<file path="src/rtl/stopwatch_pkg.sv">
// -----------------------------------------------------------------------------
// stopwatch_pkg
// Shared definitions for the stopwatch digit chain:
//   - sw_state_t  : run-control FSM encoding (STOPPED / RUNNING / DONE)
//   - digit_mod() : modulus of digit i (even digits MOD_EVEN, odd digits MOD_ODD)
//   - clamp_digit(): limits a loaded digit value to modulus-1
// -----------------------------------------------------------------------------
package stopwatch_pkg;

    typedef enum logic [1:0] {
        ST_STOPPED = 2'd0,
        ST_RUNNING = 2'd1,
        ST_DONE    = 2'd2
    } sw_state_t;

    // Alternating modulus, e.g. 10/6 gives an ss / mm / hh-style chain.
    function automatic int digit_mod(input int i, input int mod_even, input int mod_odd);
        return (i % 2 == 0) ? mod_even : mod_odd;
    endfunction

    // Out-of-range load values saturate at the largest legal digit value.
    function automatic int clamp_digit(input int value, input int modulus);
        return (value >= modulus) ? modulus - 1 : value;
    endfunction

endpackage

</file>
<file path="src/rtl/stopwatch_digit_chain_mod_digit.sv">
// -----------------------------------------------------------------------------
// mod_digit
// One modulo-MOD up/down digit of the stopwatch chain.
// Ports:
//   clk, rst  : clock, asynchronous active-high reset
//   en        : step this digit by one in the direction given by dir
//   dir       : 0 = increment (MOD-1 wraps to 0), 1 = decrement (0 wraps to MOD-1)
//   load      : take load_d (clamped to MOD-1)
//   load_d    : raw digit value to load
//   clr       : synchronous clear to 0 (highest priority)
//   q         : current digit value
//   at_max    : q == MOD-1
//   at_zero   : q == 0
// -----------------------------------------------------------------------------
module mod_digit
    import stopwatch_pkg::*;
#(
    parameter int MOD     = 10,
    parameter int DIGIT_W = 4
) (
    input  logic               clk,
    input  logic               rst,
    input  logic               en,
    input  logic               dir,
    input  logic               load,
    input  logic [DIGIT_W-1:0] load_d,
    input  logic               clr,
    output logic [DIGIT_W-1:0] q,
    output logic               at_max,
    output logic               at_zero
);

    localparam logic [DIGIT_W-1:0] MAX_Q = DIGIT_W'(MOD - 1);
    localparam logic [DIGIT_W-1:0] ONE_Q = DIGIT_W'(1);

    logic [DIGIT_W-1:0] load_q;

    assign load_q  = DIGIT_W'(clamp_digit(int'(load_d), MOD));
    assign at_max  = (q == MAX_Q);
    assign at_zero = (q == '0);

    // NOTE: sequential state uses non-blocking assignments so every flop
    // samples the pre-edge values of its neighbours.
    always_ff @(posedge clk or posedge rst) begin
        if (rst) begin
            q <= '0;
        end else if (clr) begin
            q <= '0;
        end else if (load) begin
            q <= load_q;
        end else if (en) begin
            if (dir) q <= at_zero ? MAX_Q : q - ONE_Q;
            else     q <= at_max  ? '0    : q + ONE_Q;
        end
    end

endmodule

</file>
<file path="src/rtl/stopwatch_digit_chain.sv">
// -----------------------------------------------------------------------------
// stopwatch_digit_chain
// NUM_DIGITS cascaded modulo digits with run/stop/done control, parallel
// load, lap freeze and overflow/expiry flags.
// Ports:
//   clk, rst     : clock, asynchronous active-high reset
//   tick         : count strobe (counted only if RUNNING before the edge)
//   start_stop   : toggles STOPPED <-> RUNNING
//   clear        : synchronous clear of digits, flags and lap
//   load         : parallel load of load_value (ignored while RUNNING)
//   load_value   : packed digits, digit 0 in the low DIGIT_W bits
//   dir          : 0 = count up, 1 = count down
//   lap          : toggles lap freeze of display_out
//   count_out    : live count
//   display_out  : live count, or lap snapshot while lap_active
//   running      : state == RUNNING
//   lap_active   : display frozen on snapshot
//   done         : down-count reached zero (state == DONE)
//   overflow     : sticky, top digit wrapped while counting up
//   carry_out    : one-cycle pulse on top-digit wrap
// -----------------------------------------------------------------------------
module stopwatch_digit_chain
    import stopwatch_pkg::*;
#(
    parameter int NUM_DIGITS = 4,
    parameter int DIGIT_W    = 4,
    parameter int MOD_EVEN   = 10,
    parameter int MOD_ODD    = 6
) (
    input  logic                          clk,
    input  logic                          rst,
    input  logic                          tick,
    input  logic                          start_stop,
    input  logic                          clear,
    input  logic                          load,
    input  logic [NUM_DIGITS*DIGIT_W-1:0] load_value,
    input  logic                          dir,
    input  logic                          lap,
    output logic [NUM_DIGITS*DIGIT_W-1:0] count_out,
    output logic [NUM_DIGITS*DIGIT_W-1:0] display_out,
    output logic                          running,
    output logic                          lap_active,
    output logic                          done,
    output logic                          overflow,
    output logic                          carry_out
);

    localparam int W = NUM_DIGITS * DIGIT_W;

    sw_state_t             state;
    logic [W-1:0]          snapshot;
    logic [NUM_DIGITS-1:0] at_max, at_zero;
    logic [NUM_DIGITS-1:0] up_en, dn_en, digit_en;
    logic                  all_max, all_zero, upper_zero, one_left;
    logic                  tick_go, count_go, load_go, down_blocked, hit_zero, top_wrap;

    // Ripple enables: a digit steps when every lower digit is at its wrap point.
    // NOTE: every always_comb output is given a default before any branch so
    // no latch can be inferred.
    always_comb begin
        up_en      = '0;
        dn_en      = '0;
        upper_zero = 1'b1;
        up_en[0]   = 1'b1;
        dn_en[0]   = 1'b1;
        for (int i = 1; i < NUM_DIGITS; i++) begin
            up_en[i]   = up_en[i-1] & at_max[i-1];
            dn_en[i]   = dn_en[i-1] & at_zero[i-1];
            upper_zero = upper_zero & at_zero[i];
        end
    end

    assign all_max  = &at_max;
    assign all_zero = &at_zero;
    assign one_left = upper_zero && (count_out[DIGIT_W-1:0] == DIGIT_W'(1));

    assign tick_go      = tick && (state == ST_RUNNING) && !clear;
    // A down-tick at all-zero would wrap to all-max; hold at zero instead.
    assign down_blocked = dir && all_zero;
    assign count_go     = tick_go && !down_blocked;
    assign digit_en     = count_go ? (dir ? dn_en : up_en) : '0;
    assign hit_zero     = tick_go && dir && (one_left || all_zero);
    assign top_wrap     = count_go && !dir && all_max;
    assign load_go      = load && !clear && (state != ST_RUNNING);

    for (genvar i = 0; i < NUM_DIGITS; i++) begin : g_digit
        mod_digit #(
            .MOD     (digit_mod(i, MOD_EVEN, MOD_ODD)),
            .DIGIT_W (DIGIT_W)
        ) u_digit (
            .clk     (clk),
            .rst     (rst),
            .en      (digit_en[i]),
            .dir     (dir),
            .load    (load_go),
            .load_d  (load_value[i*DIGIT_W +: DIGIT_W]),
            .clr     (clear),
            .q       (count_out[i*DIGIT_W +: DIGIT_W]),
            .at_max  (at_max[i]),
            .at_zero (at_zero[i])
        );
    end

    // Control FSM with registered status outputs.
    // NOTE: the lap snapshot is a plain register, so it takes the reset like
    // every other flop here; no memory needs special reset handling.
    always_ff @(posedge clk or posedge rst) begin
        if (rst) begin
            state      <= ST_STOPPED;
            running    <= 1'b0;
            done       <= 1'b0;
            overflow   <= 1'b0;
            carry_out  <= 1'b0;
            lap_active <= 1'b0;
            snapshot   <= '0;
        end else begin
            carry_out <= top_wrap;
            if (top_wrap) overflow <= 1'b1;

            // Lap capture uses the pre-update count of this edge.
            if (clear) begin
                lap_active <= 1'b0;
            end else if (lap) begin
                if (!lap_active) begin
                    snapshot   <= count_out;
                    lap_active <= 1'b1;
                end else begin
                    lap_active <= 1'b0;
                end
            end

            if (clear) begin
                state    <= ST_STOPPED;
                running  <= 1'b0;
                done     <= 1'b0;
                overflow <= 1'b0;
            end else if (load_go) begin
                state   <= ST_STOPPED;
                running <= 1'b0;
                done    <= 1'b0;
            end else begin
                unique case (state)
                    ST_STOPPED: begin
                        if (start_stop && !down_blocked) begin
                            state   <= ST_RUNNING;
                            running <= 1'b1;
                        end
                    end
                    ST_RUNNING: begin
                        // Expiry wins over a simultaneous stop: the count is zero either way.
                        if (hit_zero) begin
                            state   <= ST_DONE;
                            running <= 1'b0;
                            done    <= 1'b1;
                        end else if (start_stop) begin
                            state   <= ST_STOPPED;
                            running <= 1'b0;
                        end
                    end
                    ST_DONE: begin
                        // Only clear, load or rst leave DONE.
                    end
                    default: begin
                        state   <= ST_STOPPED;
                        running <= 1'b0;
                        done    <= 1'b0;
                    end
                endcase
            end
        end
    end

    assign display_out = lap_active ? snapshot : count_out;

endmodule

</file>
<file path="config.mk">
export PLATFORM = sky130hd
export DESIGN_NAME = stopwatch_digit_chain
export DESIGN_NICKNAME = d
export VERILOG_FILES = /design/src/rtl/stopwatch_pkg.sv /design/src/rtl/stopwatch_digit_chain_mod_digit.sv /design/src/rtl/stopwatch_digit_chain.sv
export SDC_FILE = /design/constraint.sdc
export NUM_CORES = 1
export LEC_CHECK = 0
export ABC_CLOCK_PERIOD_IN_PS = 2100
export CELL_PAD_IN_SITES_DETAIL_PLACEMENT = 1
export CELL_PAD_IN_SITES_GLOBAL_PLACEMENT = 2
export CORE_MARGIN = 2
export CORE_UTILIZATION = 29
export CTS_BUF_LIST = sky130_fd_sc_hd__clkbuf_2 sky130_fd_sc_hd__clkbuf_4 sky130_fd_sc_hd__clkbuf_8
export DETAILED_ROUTE_END_ITERATION = 6
export GPL_ROUTABILITY_DRIVEN = 0
export PLACE_DENSITY = 0.81
export SKIP_LAST_GASP = 1
export SLEW_MARGIN = 20
export SYNTH_ARGS = -nofsm -noshare
export SYNTH_HDL_FRONTEND = slang
export SYNTH_SLANG_ARGS = --single-unit
</file>
<file path="constraint.sdc">
create_clock -name clk -period 2.1 [get_ports clk]
set_clock_uncertainty 0.1 [all_clocks]
set_input_delay 0.42 -clock clk [delete_from_list [all_inputs] [get_ports clk]]
set_output_delay 0.42 -clock clk [all_outputs]
set_load 0.03 [all_outputs]
</file>
==> results.md, run 1 <==
- After global routing the overflow that remains totals 0.
- After routing, the total negative slack on setup checks comes to -0.0131 ns.
- The fraction of final layout cells with drive strength greater than 1 is 39.7%.
- The clock tree synthesis step divided the H-tree into 2 levels.
- The repair_antennas step left the layout with diodes totalling 0.
- The number of buffers created by CTS is 5.
- The data arrival time of the critical path is 2.22 ns.
- The tree built by TritonCTS fans out to 39 sinks.
- By instance count, the leading cell after synthesis is dfrtp_1.
- The predominant post-synthesis flop cell is dfrtp_1.
- The average wire per cell in the routed design is 17.5 µm.
- STA classifies the critical path endpoint as a flip-flop.
- The path class of the tightest hold or removal check is flip-flop to flip-flop.
- Setup repair after global routing could not meet its margin everywhere.
- The origin of the critical flop-to-flop path is g_digit[1].u_digit.q[1]$_DFFE_PP0P_.
- In this run the count of I/O pins placed on the die edge is 61.
- Once the floorplan was initialized, standard cells occupied 29.6% of the core.
- Hold timing on the final database bottoms out at a slack of 0.407 ns.
- The cell chosen for the clock root is clkbuf_8.
- The launching element type of the critical path is a flip-flop.
- The final layout net count is 487.
- On the worst path, the slowest cell contributes a delay of 0.43 ns.
- The number of hold buffers added after CTS is 0.
- At the pin with the least slew margin, the transition time is 0.548 ns.
- The count of non-filler cells in the finished layout is 581.
- The kind of cell with the highest combined delay along the critical path is simple AND/OR/NAND/NOR gates.
- The normalized max-slew margin is 63.5%.
- The run finished, with violations left.
- The cell leakage power is 2.05 nW.
- The pin count of the biggest net entering global routing is 40.
- The global-route wire length before repair is 16100 µm.
- Summed over all layers, the routed wires come to 10200 µm.
- After synthesis, the cell types taking the most area are dfrtp_1 34%, mux2_2 7.9%, ha_1 7.0%.
- The die is 103 µm wide.
- In this run, synthesis inferred 0 flip-flops with an integrated enable.
- The die footprint is 10700 µm².
- Along the worst path, the maximum fanout reaches 3.
- The number of buffer cells added on primary ports is 60.
- The fmax is 0.473 GHz.
- The cell count after synthesis is 317.
- The final critical path takes up 101% of the cycle.
- The number of nets produced by synthesis is 357.
- After synthesis, the largest area contributor takes up 34.1% of total cell area.
- The clock slew at the register clock pins of the worst setup and hold paths is 0.08 ns.
- The slowest stage cell on the critical path is dfrtp_2.
- TritonCTS built the clock tree.
- The smallest clock period supported by the final layout is computed as 2.11 ns.
- The number of slew-limit violations in the final report came to 0.
- The max-capacitance violation count is 0.
- After floorplanning, the core was sized to cover 9680 µm².
- The smallest setup slack after layout is -0.0131 ns.
- The clock latency of the later-clocked register in the worst-skew pair is 0.30 ns.
- The netlist uses 63 different library cells.
- The number of register bits inferred by synthesis is 39.
- Global routing consumed, over all layers together, 19.3% of the routing resources.
- The worst-case IR drop observed on VDD is 0.000223 V.
- For this run, asynchronously set or reset flops after synthesis account for 100%.
- Summing the sequential cell areas from Yosys gives 34.1% of the chip area.
- The number of antenna violations at the first check in global routing is 0.
- From bottom edge to top edge, the die measures 103 µm.
- The checks that failed: setup timing.
- The buffering stage count on the worst path with inverters included is 1.
- The routed layout has 2994 vias.
- The launching instance or port of the critical path is g_digit[1].u_digit.q[1]$_DFFE_PP0P_.
- The commonest cells after synthesis are 39 x dfrtp_1, 32 x nand2_1, 21 x o21ai_0.
- After the first detailed-routing iteration, the DRC count stood at 121.
- After synthesis the cells add up to 2870 µm².
- The worst-case clock buffer depth is 2.
- Once placement completed, the tool counted placed cells totaling 561.
- In the routed design, unresolved DRC markers number 0.
- During synthesis, Yosys emitted a total of 0 warnings.
- The critical path goes through inv_4, ha_4, nand3b_1, or3_4, and3_4, or2_4, o32ai_2.
- Before antenna repair, the detailed router went through 4 iterations.
- The detailed-placement wirelength estimate is 7560 µm.
- The top cell type by total area after synthesis is dfrtp_1.
- The number of rows created at floorplan is 36.
- Data on the critical path is required at its endpoint by 2.21 ns.
- The final count of negative-setup-slack endpoints is 1.
- The power density of the placed cells is 611 nW/µm².
- After detailed routing, the wire length on met1 is 4670 µm.
- The top routing layer in use is met4.
- After detailed routing, the met2 layer carries 5000 µm of wire.
- The met3 layer wire length in the routed design is 347 µm.
- The final number of hold-violating endpoints is 0.
- In this run the most critical hold path is launched from overflow$_DFFE_PP0P_.
- The via count normalized by instance count is 5.15.
- The average footprint of a synthesized cell is 9.04 µm².
- The layout-stage area growth over the synthesis result is 58.1%.
- The via count of the first global-routing pass is 3133.
- The count of nets left with antenna violations once routing finished came out at 0.
- By startpoint and endpoint, the worst setup path is classified as flip-flop to flip-flop.
- At the end of the flow the core is filled with cells to 46.8%.
## through the flow
step           area, µm²  power [mW]  setup WS, ns
6_report            4530        2.77       -0.0131
3_5_place_dp        4100        2.04        -0.430
5_1_grt             4530        2.94       -0.0666
2_1_floorplan       2920        1.53       -0.0505
3_3_place_gp        4100        2.01        -0.383
4_1_cts             4290        2.69        -0.152
## layout make-up
type | count | area [µm²]
clock buffer | 8 | 104
fill | 1110 | 5150
inverter | 20 | 80.1
multi-input combinational | 241 | 1990
sequential | 39 | 990
tap | 133 | 166
timing repair buffer | 140 | 1200
## worst register-to-register path: stages, from the launching register on
cell and delay (ns):
dfrtp_2 0.43, inv_4 0.08, ha_4 0.13, nand3b_1 0.18, or3_4 0.43, and3_4 0.20
or2_4 0.26, o32ai_2 0.21
## state kept, by name, indices dropped and copies added, names as in the netlist
| name | count |
|---|---|
| carry_out | 1 |
| running | 1 |
| state | 2 |
| done | 1 |
| overflow | 1 |
| g_digit.u_digit.q | 16 |
| snapshot | 16 |
| lap_active | 1 |
## power by group
| part | total, mW | internal, mW | switching [mW] |
|---|---|---|---|
| Sequential | 0.902 | 0.836 | 0.0663 |
| Clock | 0.607 | 0.314 | 0.293 |
| Combinational | 1.26 | 0.597 | 0.660 |
## path summary, 6_finish.rpt
| path | endpoint | slack, ns | cells past startpoint |
|---|---|---|---|
| hold / removal | overflow$_DFFE_PP0P_ | 0.41 | 1 |
| max in group asynchronous | g_digit[2].u_digit.q[3]$_DFFE_PP0P_ | 1.04 | 3 |
| hold reg to reg | overflow$_DFFE_PP0P_ | 0.41 | 1 |
| min in group asynchronous | g_digit[3].u_digit.q[2]$_DFFE_PP0P_ | 0.45 | 3 |
| setup / recovery | g_digit[3].u_digit.q[1]$_DFFE_PP0P_ | -0.01 | 7 |
| setup reg to reg | g_digit[3].u_digit.q[1]$_DFFE_PP0P_ | -0.01 | 7 |
## cells by family after synthesis
| family | synth area share [%] |
|---|---|
| adders and majority gates | 6.99 |
| xor gates and xnor gates | 0.611 |
| DFF | 34.1 |
| buffers and inverters | 5.15 |
| AOI/OAI and AO/OA | 22.2 |
| muxes | 8.56 |
| and+or+nand+nor | 22.4 |
## cells in the final DEF, fill, tap and decap left out, types with 4 or more instances in the layout
cell | netlist | layout
nand2b_1 | 6 | 5
mux2_2 | 20 | 20
nor3_1 | 13 | 12
and2_1 | 4 | 4
nor2_1 | 13 | 13
a211oi_1 | 8 | 8
nor2b_1 | 5 | 5
dfrtp_2 | 0 | 11
a31oi_1 | 5 | 5
ha_4 | 0 | 5
a21oi_1 | 17 | 13
clkdlybuf4s50_1 | 0 | 32
nand2_1 | 32 | 31
buf_4 | 0 | 88
buf_6 | 0 | 4
a21oi_2 | 0 | 4
nor3b_4 | 1 | 4
o21ai_0 | 21 | 20
dlygate4sd2_1 | 0 | 9
clkbuf_8 | 0 | 7
nand3_1 | 9 | 7
inv_2 | 0 | 4
nand3b_1 | 5 | 5
dlymetal6s2s_1 | 0 | 5
inv_1 | 20 | 14
dfrtp_1 | 39 | 28
ha_1 | 16 | 10
## timing repair
action                     in CTS  in global routing
buffers inserted                5                  7
setup endpoints to repair      25                 26
pin swaps                       3                 16
resized for setup              22                 40
## layer usage
layer  vias to the layer above  GRT usage [%]
li1                       1424              -
met1                      1497           26.8
met2                        60           31.9
met3                        13           2.55
met4                         0           4.76
met5                         -              0
Note: power is estimated with default switching activity, not from simulation.
==> run 2, diff against run 1 <==
--- a/config.mk
+++ b/config.mk
@@ -11,6 +11,7 @@
 export CORE_MARGIN = 2
 export CORE_UTILIZATION = 29
 export CTS_BUF_LIST = sky130_fd_sc_hd__clkbuf_2 sky130_fd_sc_hd__clkbuf_4 sky130_fd_sc_hd__clkbuf_8
+export CTS_CLUSTER_DIAMETER = 60
 export DETAILED_ROUTE_END_ITERATION = 6
 export GPL_ROUTABILITY_DRIVEN = 0
 export PLACE_DENSITY = 0.81
==> results of run 2 <==
The final DEF is identical to that of run 1; final timing and power are the same.
==> run 3, diff against run 2 <==
--- a/config.mk
+++ b/config.mk
@@ -5,7 +5,6 @@
 export SDC_FILE = /design/constraint.sdc
 export NUM_CORES = 1
 export LEC_CHECK = 0
-export ABC_CLOCK_PERIOD_IN_PS = 2100
 export CELL_PAD_IN_SITES_DETAIL_PLACEMENT = 1
 export CELL_PAD_IN_SITES_GLOBAL_PLACEMENT = 2
 export CORE_MARGIN = 2
@@ -14,6 +13,7 @@
 export CTS_CLUSTER_DIAMETER = 60
 export DETAILED_ROUTE_END_ITERATION = 6
 export GPL_ROUTABILITY_DRIVEN = 0
+export GPL_TIMING_DRIVEN = 0
 export PLACE_DENSITY = 0.81
 export SKIP_LAST_GASP = 1
 export SLEW_MARGIN = 20
==> run 3 against run 2 <==
Against the previous run: cell count decreased by 4.8%; clock-buffer cell count decreased by 2; die area unchanged; the flow still finishes with violations (setup timing); register-to-register slack got worse by 0.07 ns; critical path type unchanged; final area decreased by 3.7%; non-clock buffer count decreased by 28; global-route usage increased by 0.21 points; utilization decreased by 1.7 points; sequential power increased by 0.6%; setup slack got worse by 0.069 ns; sequential cell count unchanged; critical path depth unchanged.
==> results.md, run 3 (synthesis results as in run 1) <==
- The fmax is 0.458 GHz (-3.1%).
- The global-route usage over all layers is 19.5% (+0.21 points).
- The number of rows created at floorplan is 36 (unchanged).
- The tree is rooted in a clkbuf_8.
- The area inside the core boundary is 9680 µm² (unchanged).
- The wire length after detailed routing is 10300 µm (+1.4%).
- The nature of the critical path endpoint is a flip-flop.
- The worst setup path is of the flip-flop to flip-flop kind.
- The via count normalized by instance count is 5.33 (+3.3%).
- The largest registers in the layout are g_digit.u_digit.q x16, snapshot x16, state x2.
- The data arrival time of the critical path was 2.26 ns (+0.04 ns).
- The power density of the placed cells is 638 nW/µm² (+4.4%).
- The smallest setup slack after layout is -0.0818 ns (-0.0687 ns).
- The worst voltage drop across the vdd grid is 0.000257 V (+15%).
- The iteration-0 DRC count of the detailed router is 149 (+23%).
- The DRC violations left is 0 (unchanged).
- The number of buffers created by CTS is 5 (unchanged).
- The run finished, with violations left.
- The max-capacitance violation count came to 0 (unchanged).
- The number of routed nets with antenna violations was 0 (unchanged).
- The share of power burned in registers is 32.6% (about the same).
- The number of antenna violations at the first check in global routing is 0 (unchanged).
- Setup repair after global routing could not meet its margin everywhere.
- The core utilization of the finished layout was 45.0% (-1.7 points).
- The die extent in x came to 103 µm (unchanged).
- The clock latency of the later-clocked register in the worst-skew pair is 0.30 ns (about the same).
- The final layout net count was 459 (-5.7%).
- The clock slew at the register clock pins of the worst setup and hold paths was 0.08 ns (about the same).
- The final total power is 2.78 mW (+0.55%).
- The pin count of the biggest net entering global routing came to 21 (-48%).
- The library cell used most frequently in the layout, excluding fill and tap cells, is clkdlybuf4s50_1.
- The net switching fraction of the power is 36.9% (+0.088 points).
- The path class of the tightest hold or removal check is primary input to async pin.
- The starting utilization of the core area is 29.6% (unchanged).
- The CTS tree is done.
- The highest net fanout along the worst path came to 3 (unchanged).
- The deepest level of the CTS H-tree is 2 (unchanged).
- The worst-case clock buffer depth is 2 (unchanged).
- The die height is 103 µm (unchanged).
- The detailed-placement wirelength estimate is 7190 µm (-4.9%).
- The switching power is 1.03 mW (+0.79%).
- The die footprint is 10700 µm² (unchanged).
- The via count of the first global-routing pass was 2918 (-6.9%).
- The fraction of power consumed by the clock network came to 24.4% (+2.5 points).
- The number of detailed-route iterations in the first pass is 4 (unchanged).
- The number of buffer cells added on primary ports was 59 (-1.7%).
- The global-route wire length before repair was 16000 µm (about the same).
- The data required time at the worst endpoint was 2.17 ns (-0.04 ns).
- The design internal power was 1.75 mW (+0.41%).
- The fraction of final layout cells with drive strength greater than 1 came to 35.7% (-4.0 points).
- The relative contribution of combinational cells to total power came to 43.0% (-2.4 points).
- The number of slew-limit violations in the final report is 0 (unchanged).
- The layout-stage area growth over the synthesis result is 52.2%.
- The cell leakage power came to 1.91 nW (-7.0%).
- The number of antenna diodes came to 0 (unchanged).
- In the layout the commonest cells are 36 x clkdlybuf4s50_1, 32 x buf_4, 31 x nand2_1, 29 x dfrtp_1, 20 x mux2_2.
- The count of clock tree sinks came to 39 (unchanged).
- The final cycle utilization of the critical path is 104% (+3.3 points).
- The worst setup path is launched from a flip-flop.
- The transition at the pin with the smallest max-transition slack is 0.708 ns (+0.160 ns).
- The final number of hold-violating endpoints is 0 (unchanged).
- The checks that failed: setup timing.
- The average wire per cell in the routed design came to 18.6 µm (+6.6%).
- The number of top-level design ports is 61 (unchanged).
- The shortest period the worst path allows came to 2.18 ns (+0.0687 ns).
- The normalized max-slew margin is 52.8% (-11 points).
- The total grt overflow is 0 (unchanged).
- The final count of negative-setup-slack endpoints is 8 (+7).
- The via count was 2945 (-1.6%).
run 3: cell count changes in the layout (fill, tap and decap cells not counted), sizes merged:
cell / previous run / this run
buf: 93 / 56
bufinv: 0 / 1
clkbuf: 8 / 17
clkdlybuf4s50: 32 / 36
clkinv: 0 / 1
clkinvlp: 0 / 1
dlygate4sd2: 9 / 3
inv: 20 / 19
run 3: worst paths after layout:
kind	from	end	slack, ns	depth (start not counted)
worst max-delay path	g_digit[0].u_digit.q[1]$_DFFE_PP0P_	g_digit[1].u_digit.q[2]$_DFFE_PP0P_	-0.08	7
worst min-delay path	rst	snapshot[12]$_DFFE_PP0P_	0.36	2
worst max register to register	g_digit[0].u_digit.q[1]$_DFFE_PP0P_	g_digit[1].u_digit.q[2]$_DFFE_PP0P_	-0.08	7
worst min register to register	running$_DFFE_PP0P_	running$_DFFE_PP0P_	0.40	1
max in group asynchronous	rst	g_digit[1].u_digit.q[0]$_DFFE_PP0P_	1.04	3
min in group clk	running$_DFFE_PP0P_	running$_DFFE_PP0P_	0.40	1
run 3: critical path, stage by stage, from the launching register on:
cell      delay, ns
dfrtp_2        0.45
inv_4          0.09
ha_4           0.15
or4bb_1        0.52
nand2_2        0.10
and3_4         0.22
o311ai_4       0.10
a311o_1        0.33
run 3: stage by stage:
stage | instance area [µm²] | setup slack, ns | setup TNS [ns] | hold WS [ns] | std cells
after floorplan | 2920 | -0.0505 | -0.555 | 0.355 | 317
after global placement | 3670 | -0.646 | -32.67 | 0.382 | 509
after detailed placement | 3700 | -0.663 | -20.15 | 0.378 | 510
after CTS | 4180 | -0.0623 | -0.199 | 0.377 | 545
after global routing | 4360 | -0.140 | -1.35 | 0.403 | 553
final | 4360 | -0.0818 | -0.362 | 0.364 | 553
run 3: what timing repair did:
action | CTS | global route
pin swaps | 15 | 10
hold buffers | 0 | 0
setup buffers | 30 | 8
resized for setup | 130 | 31
setup endpoints to repair | 48 | 42
run 3: final cells by class:
cell class                 count  area, µm²
buffer                        15        100
clock buffer                   6       82.6
clock inverter                 2       35.0
fill                        1086       5320
inverter                      20       93.8
multi-input combinational    241       2020
sequential                    39        988
tap                          133        166
timing repair buffer          97        878
run 3: power by group through the flow:
stage / Combinational, mW / Sequential, mW / Clock [mW]
floorplan: 0.559 / 0.975 / 0
global placement: 0.929 / 0.935 / 0
detailed placement: 0.952 / 0.939 / 0
CTS: 1.12 / 0.904 / 0.693
global route: 1.29 / 0.917 / 0.725
finish: 1.20 / 0.907 / 0.679
run 3: per-layer routing:
layer	wire length (µm)	track usage (%)
met1	4900	27.9
met2	4930	31.4
met3	419	2.02
met4	64	5.26
met5	0	0
